==> src/rtl/rf_writeback_arbiter.sv <==
// Round-robin arbiter sharing the register-file write port between NUM_REQ writeback
// sources, with one registered output stage and a per-register busy scoreboard.
module rf_writeback_arbiter #(
    parameter int DATA_WIDTH    = 32,
    parameter int ADDRESS_WIDTH = 5,
    parameter int NUM_REGS      = 32,
    parameter int NUM_REQ       = 3
) (
    input  logic                             clk,
    input  logic                             rst,
    input  logic [NUM_REQ-1:0]               req_valid,
    input  logic [NUM_REQ*ADDRESS_WIDTH-1:0] req_dest,
    input  logic [NUM_REQ*DATA_WIDTH-1:0]    req_data,
    output logic [NUM_REQ-1:0]               req_ready,
    input  logic                             rsv_valid,
    input  logic [ADDRESS_WIDTH-1:0]         rsv_dest,
    output logic [NUM_REGS-1:0]              busy,
    output logic                             RegWrite,
    output logic [ADDRESS_WIDTH-1:0]         rg_wrt_dest,
    output logic [DATA_WIDTH-1:0]            rg_wrt_data,
    output logic [$clog2(NUM_REQ)-1:0]       grant_id
);
    localparam int GW = $clog2(NUM_REQ);

    logic [GW-1:0]            rr_ptr;
    logic [GW-1:0]            gnt_idx;
    logic                     gnt_found;
    logic                     hs;
    logic [ADDRESS_WIDTH-1:0] sel_dest;
    logic [DATA_WIDTH-1:0]    sel_data;

    // First valid requester at or after rr_ptr, wrapping modulo NUM_REQ.
    always_comb begin
        gnt_found = 1'b0;
        gnt_idx   = '0;
        for (int k = 0; k < NUM_REQ; k++) begin
            int idx;
            idx = (int'(rr_ptr) + k) % NUM_REQ;
            if (!gnt_found && req_valid[idx]) begin
                gnt_found = 1'b1;
                gnt_idx   = idx[GW-1:0];
            end
        end
    end

    assign hs       = gnt_found && !rst;
    assign sel_dest = req_dest[int'(gnt_idx)*ADDRESS_WIDTH +: ADDRESS_WIDTH];
    assign sel_data = req_data[int'(gnt_idx)*DATA_WIDTH +: DATA_WIDTH];

    always_comb begin
        req_ready = '0;
        if (hs) req_ready[gnt_idx] = 1'b1;
    end

    // A dest-0 grant is consumed but leaves the write port and its bus untouched.
    always_ff @(posedge clk) begin
        if (rst) begin
            RegWrite    <= 1'b0;
            rg_wrt_dest <= '0;
            rg_wrt_data <= '0;
            grant_id    <= '0;
            rr_ptr      <= '0;
        end else begin
            RegWrite <= hs && (sel_dest != '0);
            if (hs) begin
                rr_ptr <= (gnt_idx == GW'(NUM_REQ - 1)) ? '0 : gnt_idx + 1'b1;
                if (sel_dest != '0) begin
                    rg_wrt_dest <= sel_dest;
                    rg_wrt_data <= sel_data;
                    grant_id    <= gnt_idx;
                end
            end
        end
    end

    // Scoreboard: set from issue has priority over clear from the registered write.
    assign busy[0] = 1'b0;
    for (genvar i = 1; i < NUM_REGS; i++) begin : g_busy
        logic set_bit, clr_bit;
        assign set_bit = rsv_valid && (rsv_dest == ADDRESS_WIDTH'(i));
        assign clr_bit = RegWrite && (rg_wrt_dest == ADDRESS_WIDTH'(i));
        always_ff @(posedge clk) begin
            if (rst)          busy[i] <= 1'b0;
            else if (set_bit) busy[i] <= 1'b1;
            else if (clr_bit) busy[i] <= 1'b0;
        end
    end
endmodule

==> config.mk <==
export PLATFORM = sky130hd
export DESIGN_NAME = rf_writeback_arbiter
export DESIGN_NICKNAME = d
export VERILOG_FILES = /design/src/rtl/rf_writeback_arbiter.sv
export SDC_FILE = /design/constraint.sdc
export NUM_CORES = 1
export LEC_CHECK = 0
export BUFFER_PORTS_ARGS = -buffer_cell sky130_fd_sc_hd__buf_4
export CELL_PAD_IN_SITES_DETAIL_PLACEMENT = 0
export CELL_PAD_IN_SITES_GLOBAL_PLACEMENT = 1
export CORE_ASPECT_RATIO = 2
export CORE_MARGIN = 5
export CORE_UTILIZATION = 35
export CTS_CLUSTER_DIAMETER = 50
export DETAILED_ROUTE_END_ITERATION = 8
export GPL_TIMING_DRIVEN = 0
export PLACE_DENSITY_LB_ADDON = 0.25
export SYNTH_ARGS = -nofsm -noshare
export SYNTH_HDL_FRONTEND = slang
export SYNTH_SLANG_ARGS = --single-unit
==> constraint.sdc <==
create_clock -name clk -period 7.3 [get_ports clk]
set_input_delay 1.095 -clock clk [delete_from_list [all_inputs] [get_ports clk]]
set_output_delay 1.095 -clock clk [all_outputs]
set_load 0.02 [all_outputs]
Yosys cells after proc, flatten, opt, wreduce, memory -nomap -nowiden
Cells that the tools add are included.

Word-level logic and storage cells: 297. Bits in registers: 73. Output and inout bits: 75. Input bits: 122.

Multiplexer cells: 81. Reductions and logical operators: 103. Order comparisons: 5. Multiply operators: 1. Equality and inequality tests: 63. $add $sub $neg: 3. Div/mod/pow operators: 3. Shift-type cells: 2.

Operators by type and width (count): $eq A5 B5 Y1 const B (32); $lt A32 B4 Y1 const B (3); $shiftx A96 B8 Y32 (1); $eq A5 B4 Y1 const B (16); $mux W1 (72); $logic_and A1 B1 Y1 (67); $mod A32 B3 Y32 const B (2); $reduce_bool A2 Y1 (31); $eq A5 B3 Y1 const B (8); $mod A3 B3 Y32 const B (1); $eq A5 B2 Y1 const B (4); $shiftx A15 B6 Y5 (1); $eq A5 B1 Y1 const B (2); $mux W2 (4); $bmux W1 S2 (3); $mul A2 B3 Y5 const B (1); $reduce_bool A5 Y1 (1); $add A2 B1 Y3 const B (1); $add A2 B2 Y3 const B (1); $logic_not A1 Y1 (3); $lt A2 B3 Y1 const B (1); $mux W3 (1); $add A2 B1 Y2 const B (1); $demux W1 S2 (1); other kinds (3) (3).

Logic depth before layout (Yosys ltp)
Gate-level depths: netlist of run 1.

Depth after elaboration: 16. Mapped depth: 14. Mapped depth without buffers: 9.

Least setup slack after synthesis of run 1
Ideal clock, no wire load.

Path type: input -> output. Start: input port req_valid[2]. End: output port req_ready[0]. Buffers on the path: 2. Required time: 6.205 ns. Slack: 3.569 ns. Stages on the path: 6. Data arrival time: 2.636 ns. Cell sequence: and3b_4 > o31a_1 > o31a_1 > buf_6 > buf_2 > nor3_1.

Word-level cells in the longest chain between the ends: 15. Elaborated cells on any way between the ends: 26. Those cells by class: order compare: 2; mux: 18; reduce/logical: 6.

Ends and longest elaborated chain: start, declared (line 11) `input logic [NUM_REQ-1:0] req_valid,`; $bmux W1 S2 (line 39) `if (!gnt_found && req_valid[idx]) begin`; $mux W1 (implied by the code) (2 in a row) (line 39); $mux W1 (line 39); $logic_not A1 Y1 (line 39); $logic_and A1 B1 Y1 (line 39); $mux W1 (line 39); $logic_not A1 Y1 (line 39); $logic_and A1 B1 Y1 (line 39); $mux W2 (line 39); $lt A2 B3 Y1 (implied by the code) or $ge A2 B1 Y1 (tied branches) (line 52) `if (hs) req_ready[gnt_idx] = 1'b1;`; $logic_and A1 B1 Y1 (implied by the code) (line 52); $mux W1 (implied by the code) (line 52); $demux W1 S2 (line 52); $mux W3 * (line 52); end, declared (line 14) `output logic [NUM_REQ-1:0] req_ready,`.

Mark *: on every way between the ends. The rest lies on a longest branch, timed or not. The select of a mux whose other input is x is not followed.

Final worst setup path of run 1
Start: register rr_ptr[0]. End: output port req_ready[0].

Word-level cells in the longest chain between the ends: 16. Elaborated cells on any way between the ends: 31. Those cells by class: add/sub: 2; div: 3; order compare: 2; mux: 18; reduce/logical: 6.

Ends and longest elaborated chain: start, declared (line 25) `logic [GW-1:0] rr_ptr;`; start signal, assigned (line 66) `rr_ptr <= (gnt_idx == GW'(NUM_REQ - 1)) ? '0 : gnt_idx + 1'b1;`; branches (longest 15 deep; another with $mod A32 B3 Y32); $mux W3 * (line 52).

Mark *: on every way between the ends. The select of a mux whose other input is x is not followed.

==> metrics.txt, run 1 <==
status=completed; IO buf count=191; Post-Syn Area=4060 um^2; drt total wl=14.4 mm; Setup TNS Final=0 ns; number of filler cells placed in the layout=1,121; vias in the first global route=4,418; Hold Vio Cnt, Final=0; Mapped Avg Cell Area=8.37 um^2; maximum achievable frequency=225 MHz; DP Area=5670 um^2; n_diodes=0; YS warnings=0; post-place setup slack=2.87 ns; share of cells above drive strength 1=32.7%; sequential element share of the synthesized area=36.0%; total track usage=20.2%; DR vias=4,301; Final nets=813; Synth Instances=485; Max stage delay on crit path=0.52 ns; Final Worst Setup Slack=2.86 ns; drt pass-1 iters=4; CTS tree=yes; kind of critical path=reg2out; shortest period the worst path allows=4.44 ns; peak supply drop=0.217 mV; clock buffer depth=2; Post-DRT Antenna Nets=0; max-slew violations=0; Critical Path AT=3.34 ns; Synth Net Count=611; grt ovf=0; fraction of registers with async set/reset=0%; Die H=162 um; crit path max fanout=10; initial antenna violation count=0; Num CTS Buffers=9; post-cts sizing count=0; Skew-Pair Late Insertion Delay=0.33 ns; Design Area, Final=6000 um^2; initial cell density of the core=35.7%; worst-path cell chain=inv_1 > ha_1 > nor2b_1 > o211ai_1 > a21oi_1 > clkbuf_1 > buf_1 > nor3_1 > buf_4; Clock Skew=0.00587 ns; Max-Cap Viols=0; Worst setup EP type=output pin; Setup crit start kind=register; most common flop cell mapped by yosys=dfxtp_1; WL per Instance=17.3 um; Hold-fix buffers, CTS=0; DPL Wire Length=11.9 mm; total number of H-tree levels=3; pin count of the biggest net entering global routing=13; drt drc=0; Post-CTS Repair Setup Buffers=0; number of synthesized flops with an enable pin=0; die width=86.1 um; Worst Tran Pin Value=0.548 ns; clock root cell=clkbuf_16; core region area=11,400 um^2; P per Cell Area=399 nW/um^2; RD Place Congestion=0.846; num ports=197; Clk pin slew, worst setup/hold paths=0.06 ns; Sink Count=73; Distinct cells, synth=46; area grow syn2layout=47.9%; DRC violation total after the first TritonRoute iteration=143; Row Count=55; unrepaired setup endpoints after global routing=false; Hold Crit Class=reg2reg; final worst path period share=60.8%; Die ar.=14,000 um^2; routed vias/inst=5.16; slowest CP cell=a21oi_1; Final Setup Violations=0; Leak Pwr=2.75 nW; worst path required time=6.20 ns; Min Hold Slack=0.476 ns; global-route wire length before repair=22.2 mm; Core Util, Final=52.9%; #FFs+latches synth=73; Slew Limit Headroom=63.4%
cells by family (layout without fill, tap and decap cells):
kind of cell | after synthesis | in the layout | share of synthesized area, %
buffers and inverters | 40 | 246 | 5.09
AND/OR/NAND/NOR | 163 | 163 | 20.8
adder cells (fa/ha/maj) | 4 | 4 | 1.23
AO/OA/AOI/OAI | 134 | 134 | 19.5
flip-flops | 73 | 73 | 36.0
other | 1 | 1 | 0.0924
multiplexers | 70 | 70 | 17.3
worst paths after layout:
path,start,to,slack (ns),cells after the start
setup / recovery,rr_ptr[0]$_SDFFE_PP0P_,req_ready[0],2.86,9
hold / removal,busy[8]$_SDFFE_PP0P_,busy[8]$_SDFFE_PP0P_,0.48,2
setup reg to reg,rr_ptr[0]$_SDFFE_PP0P_,grant_id[0]$_SDFFE_PP0P_,4.19,11
hold reg to reg,busy[8]$_SDFFE_PP0P_,busy[8]$_SDFFE_PP0P_,0.48,2
where the power goes:
group          total (mW)  switching, mW  internal [mW]
Clock               0.499          0.167          0.332
Sequential          0.577         0.0723          0.505
Combinational        1.32          0.748          0.570
Total                2.39          0.987           1.41
placed cells by master (no fill, tap or decap), drive strengths merged:
cell / count
a31oi: 2
nor2: 45
nor4: 2
and3b: 2
clkbuf: 25
bufinv: 3
dfxtp: 73
o32ai: 3
o311ai: 2
a21o: 4
mux2i: 70
o31a: 2
nor3: 4
nand3: 12
o21a: 1
nand4: 1
nor3b: 2
ha: 4
and3: 4
a211oi: 8
nand2b: 42
nor2b: 8
nand3b: 2
clkinvlp: 2
o31ai: 1
a211o: 2
a21oi: 66
a41oi: 3
conb: 1
o211ai: 1
o21ai: 35
nor4bb: 1
nand2: 36
a22oi: 2
a41o: 1
o2bb2ai: 1
inv: 8
buf: 208
or2: 2
cell usage after synthesis (2+ instances only):
master,instances,share of area [%]
o311ai_0,2,0.43
buf_6,6,1.7
a211o_1,2,0.43
o32ai_1,3,0.65
a21oi_1,65,8.0
mux2i_1,70,17
inv_1,8,0.74
nor3_1,4,0.49
a22oi_1,2,0.37
a211oi_1,8,1.5
nand3b_1,2,0.37
buf_2,6,0.74
a31oi_1,2,0.31
nand2b_1,41,6.3
ha_1,4,1.2
dfxtp_1,73,36
nand3_1,12,1.5
nor2_1,45,4.2
clkbuf_1,15,1.4
buf_1,4,0.37
nor3b_1,2,0.37
a41oi_1,3,0.65
o21ai_0,34,4.2
nor2b_1,8,1.2
a21o_1,4,0.74
nand2_1,36,3.3
and3_1,4,0.62
o31a_1,2,0.43
state kept, by name (all words and copies together) (netlist names):
name         flops
RegWrite         1
busy            31
grant_id         2
rg_wrt_data     32
rg_wrt_dest      5
rr_ptr           2
layer usage:
metal | track usage [%] | vias up | share of wire (%)
met4 | 7.06 | 0 | 2.2
met5 | 0 | - | 0
li1 | - | 2110 | -
met1 | 18.8 | 1990 | 33
met3 | 6.65 | 23 | 8.1
met2 | 39.6 | 178 | 57
through the flow:
stage               power (mW)  cells
floorplan                 1.48    485
global placement          1.89    818
global route              2.55    833
finish                    2.39    833
CTS                       2.42    833
detailed placement        1.91    818
layout make-up:
cell class	count	area (um^2)	area share [%]
buffer	32	176	2.94
tap	142	178	2.96
clock inverter	5	105	1.75
sequential	73	1460	24.3
clock buffer	10	229	3.81
timing repair buffer	191	1430	23.9
inverter	8	30.0	0.500
multi-input combinational	372	2390	39.8
critical path: cells and delay by family, from the launching register on:
kind	cells	cell delay, ns
AO/OA/AOI/OAI	2	0.73
flip-flops	1	0.39
adder cells (fa/ha/maj)	1	0.45
buffers and inverters	4	1.14
AND/OR/NAND/NOR	2	0.30
No activity file was read; power rests on OpenSTA's default activity.
==> run 2: changes to the inputs <==
CORE_UTILIZATION = 33   (was 35)
clock period = 4.11 ns   (was 7.3 ns; I/O delays follow)
==> run 2 against run 1 <==
Compared with the run above:
- total power up 73%
- combinational power is 78% higher
- via count fell by 0.21%
- utilization shrank 3.6 points
- count of clock-buffer cells in the layout grew 2
- first-iteration DRC count up 11%
- die area grew 5.5%
- critical path depth unchanged
- setup slack worse by 2.6 ns
- sequential share of layout area increased by 0.14 points
- worst hold slack about the same
- flip-flop and latch count stayed put
==> metrics.txt, run 2 (synthesis results as in run 1) <==
total number of H-tree levels=3 (unchanged); flip-flop and latch area=1460 um^2 (unchanged); final worst path period share=94.1%; slowest CP cell=ha_1; initial antenna violation count=0 (unchanged); global-route wire length before repair=22.2 mm (+0.13%); die width=88.4 um (+2.6%); kind of critical path=reg2out; Max stage delay on crit path=0.45 ns (-0.07 ns); leading registers by flop count=rg_wrt_data: 32 flops, busy: 31 flops, rg_wrt_dest: 5 flops; DPL Wire Length=11.9 mm (+0.38%); unrepaired setup endpoints after global routing=false; Inst Count DP=823 (+0.61%); num ports=197 (unchanged); DRC violation total after the first TritonRoute iteration=159 (+11%); Clk pin slew, worst setup/hold paths=0.06 ns (about the same); Post-DRT Antenna Nets=0 (unchanged); Final Worst Setup Slack=0.242 ns (-2.62 ns); Post-CTS Repair Setup Buffers=0 (unchanged); Skew-Pair Late Insertion Delay=0.34 ns (about the same); commonest non-fill, non-tap cell in the layout=buf_4; Final Setup Violations=0 (unchanged); worst-path cell chain=inv_1 > ha_1 > nor2b_1 > o211ai_1 > a21oi_2 > clkbuf_1 > buf_1 > nor3_1 > buf_4; WL per Instance=17.0 um (-1.4%); peak supply drop=0.299 mV (+38%); Critical Path AT=3.25 ns (-0.09 ns); DP Area=5680 um^2 (+0.11%); area grow syn2layout=47.1%; Hold-fix buffers, CTS=0 (unchanged); Max-Cap Viols=0 (unchanged); Worst Tran Pin Value=0.609 ns (+0.0606 ns); CTS tree=yes; met3 Track Usage GR=5.93% (-0.72 points); Final nets=813 (unchanged); drt pass-1 iters=4 (unchanged); multi-input logic area=2390 um^2 (+0.16%); Reg with most FFs=rg_wrt_data; worst path required time=3.49 ns (-2.71 ns); Slew Limit Headroom=59.2% (-4.2 points); Num CTS Buffers=9 (unchanged); Hold Crit Class=reg2reg; IO buf count=191 (unchanged); RD Place Congestion=0.866 (+2.4%); switching power=1.76 mW (+79%); Combinational Power Share=56.6% (+1.6 points); most frequent cells in the layout=buf_4 (192), dfxtp_1 (73), mux2i_1 (70); GR Layer Usage met1=18.5% (-0.23 points); clock power share=18.7% (-2.1 points); routed vias/inst=5.12 (-0.92%); Clock Skew=0.00897 ns (+0.00310 ns); max-slew violations=0 (unchanged); drt total wl=14.3 mm (-0.70%); P per Cell Area=694 nW/um^2 (+74%); core region area=12,100 um^2 (+6.8%); crit path max fanout=10 (unchanged); DR vias=4,292 (-0.21%); Row Count=57 (+3.6%); Setup TNS Final=0 ns (unchanged); Die ar.=14,800 um^2 (+5.5%); vias in the first global route=4,454 (+0.81%); Sink Count=73 (unchanged); Hold Vio Cnt, Final=0 (unchanged); GR Layer Usage met2=36.7% (-2.9 points); Leak Pwr=2.72 nW (-0.79%); Die H=167 um (+2.8%); maximum achievable frequency=259 MHz; pin count of the biggest net entering global routing=13 (unchanged); Worst setup EP type=output pin; clock root cell=clkbuf_16; shortest period the worst path allows=3.87 ns; post-place setup slack=0.376 ns (-2.49 ns); switch share=42.6% (+1.3 points); PnR Total Power=4.14 mW (+73%); initial cell density of the core=33.5% (-2.3 points); Finished Layout Cells=839 (+0.72%); Setup crit start kind=register; Int Pwr=2.38 mW (+69%); total track usage=19.4% (-0.80 points); Design Area, Final=5970 um^2 (-0.56%); status=completed; grt peak-use layer=met2; number of flip-flops in the largest register=32 (unchanged); number of filler cells placed in the layout=1,192 (+6.3%); sequential share of power=24.7% (+0.6 points); clock buffer depth=2 (unchanged); share of cells above drive strength 1=32.7% (-0.047 points); drt drc=0 (unchanged); grt ovf=0 (unchanged); n_diodes=0 (unchanged)
[run 2: cell count changes in the layout (fill, tap and decap cells not counted), sizes merged]
cell	change
bufinv	-2
clkinv	+1
clkbuf	+2
[run 2: power groups by stage]
stage	registers [mW]	clock network (mW)	logic [mW]
finish	1.02	0.776	2.35
global route	1.05	0.825	2.56
CTS	1.03	0.792	2.38
detailed placement	1.04	0	2.38
global placement	1.03	0	2.34
floorplan	1.22	0	1.40
[run 2: repair_timing]
action / CTS / global route
endpoints found under the setup margin: 0 / 2
resized for setup: 0 / 1
endpoints found under the hold margin: 0 / 0
[run 2: layout make-up]
cell class / instances / area share (%)
multi-input combinational: 372 / 40.1
sequential: 73 / 24.5
clock inverter: 4 / 0.901
inverter: 8 / 0.503
tap: 147 / 3.08
timing repair buffer: 191 / 24.0
buffer: 32 / 2.95
clock buffer: 12 / 3.96
[run 2: final timing paths]
| path | slack, ns | cells after the start | end | start |
|---|---|---|---|---|
| min reg2reg | 0.48 | 2 | busy[24]$_SDFFE_PP0P_ | busy[24]$_SDFFE_PP0P_ |
| min | 0.48 | 2 | busy[24]$_SDFFE_PP0P_ | busy[24]$_SDFFE_PP0P_ |
| max | 0.24 | 9 | req_ready[0] | rr_ptr[0]$_SDFFE_PP0P_ |
| max reg2reg | 0.89 | 11 | rg_wrt_data[28]$_SDFFE_PP0P_ | rr_ptr[0]$_SDFFE_PP0P_ |
[run 2: per-layer routing]
layer,wire (um),vias to the layer above
li1,-,2113
met1,4680,1967
met3,1130,24
met2,8030,188
met5,0,-
met4,449,0
[run 2: through the flow]
| stage | utilization (%) | hold WS [ns] |
|---|---|---|
| after CTS | 49.2 | 0.480 |
| after global placement | 46.8 | 0.463 |
| final | 49.2 | 0.477 |
| after detailed placement | 46.8 | 0.472 |
| after floorplan | - | 0.536 |
| after global routing | 49.2 | 0.501 |
[run 2: worst max-delay path, delay by kind of cell, from the launching register on]
| family | cells | cell delay (ns) |
|---|---|---|
| adder cells (fa/ha/maj) | 1 | 0.45 |
| AO/OA/AOI/OAI | 2 | 0.66 |
| AND/OR/NAND/NOR | 2 | 0.30 |
| flip-flops | 1 | 0.40 |
| buffers and inverters | 4 | 1.10 |
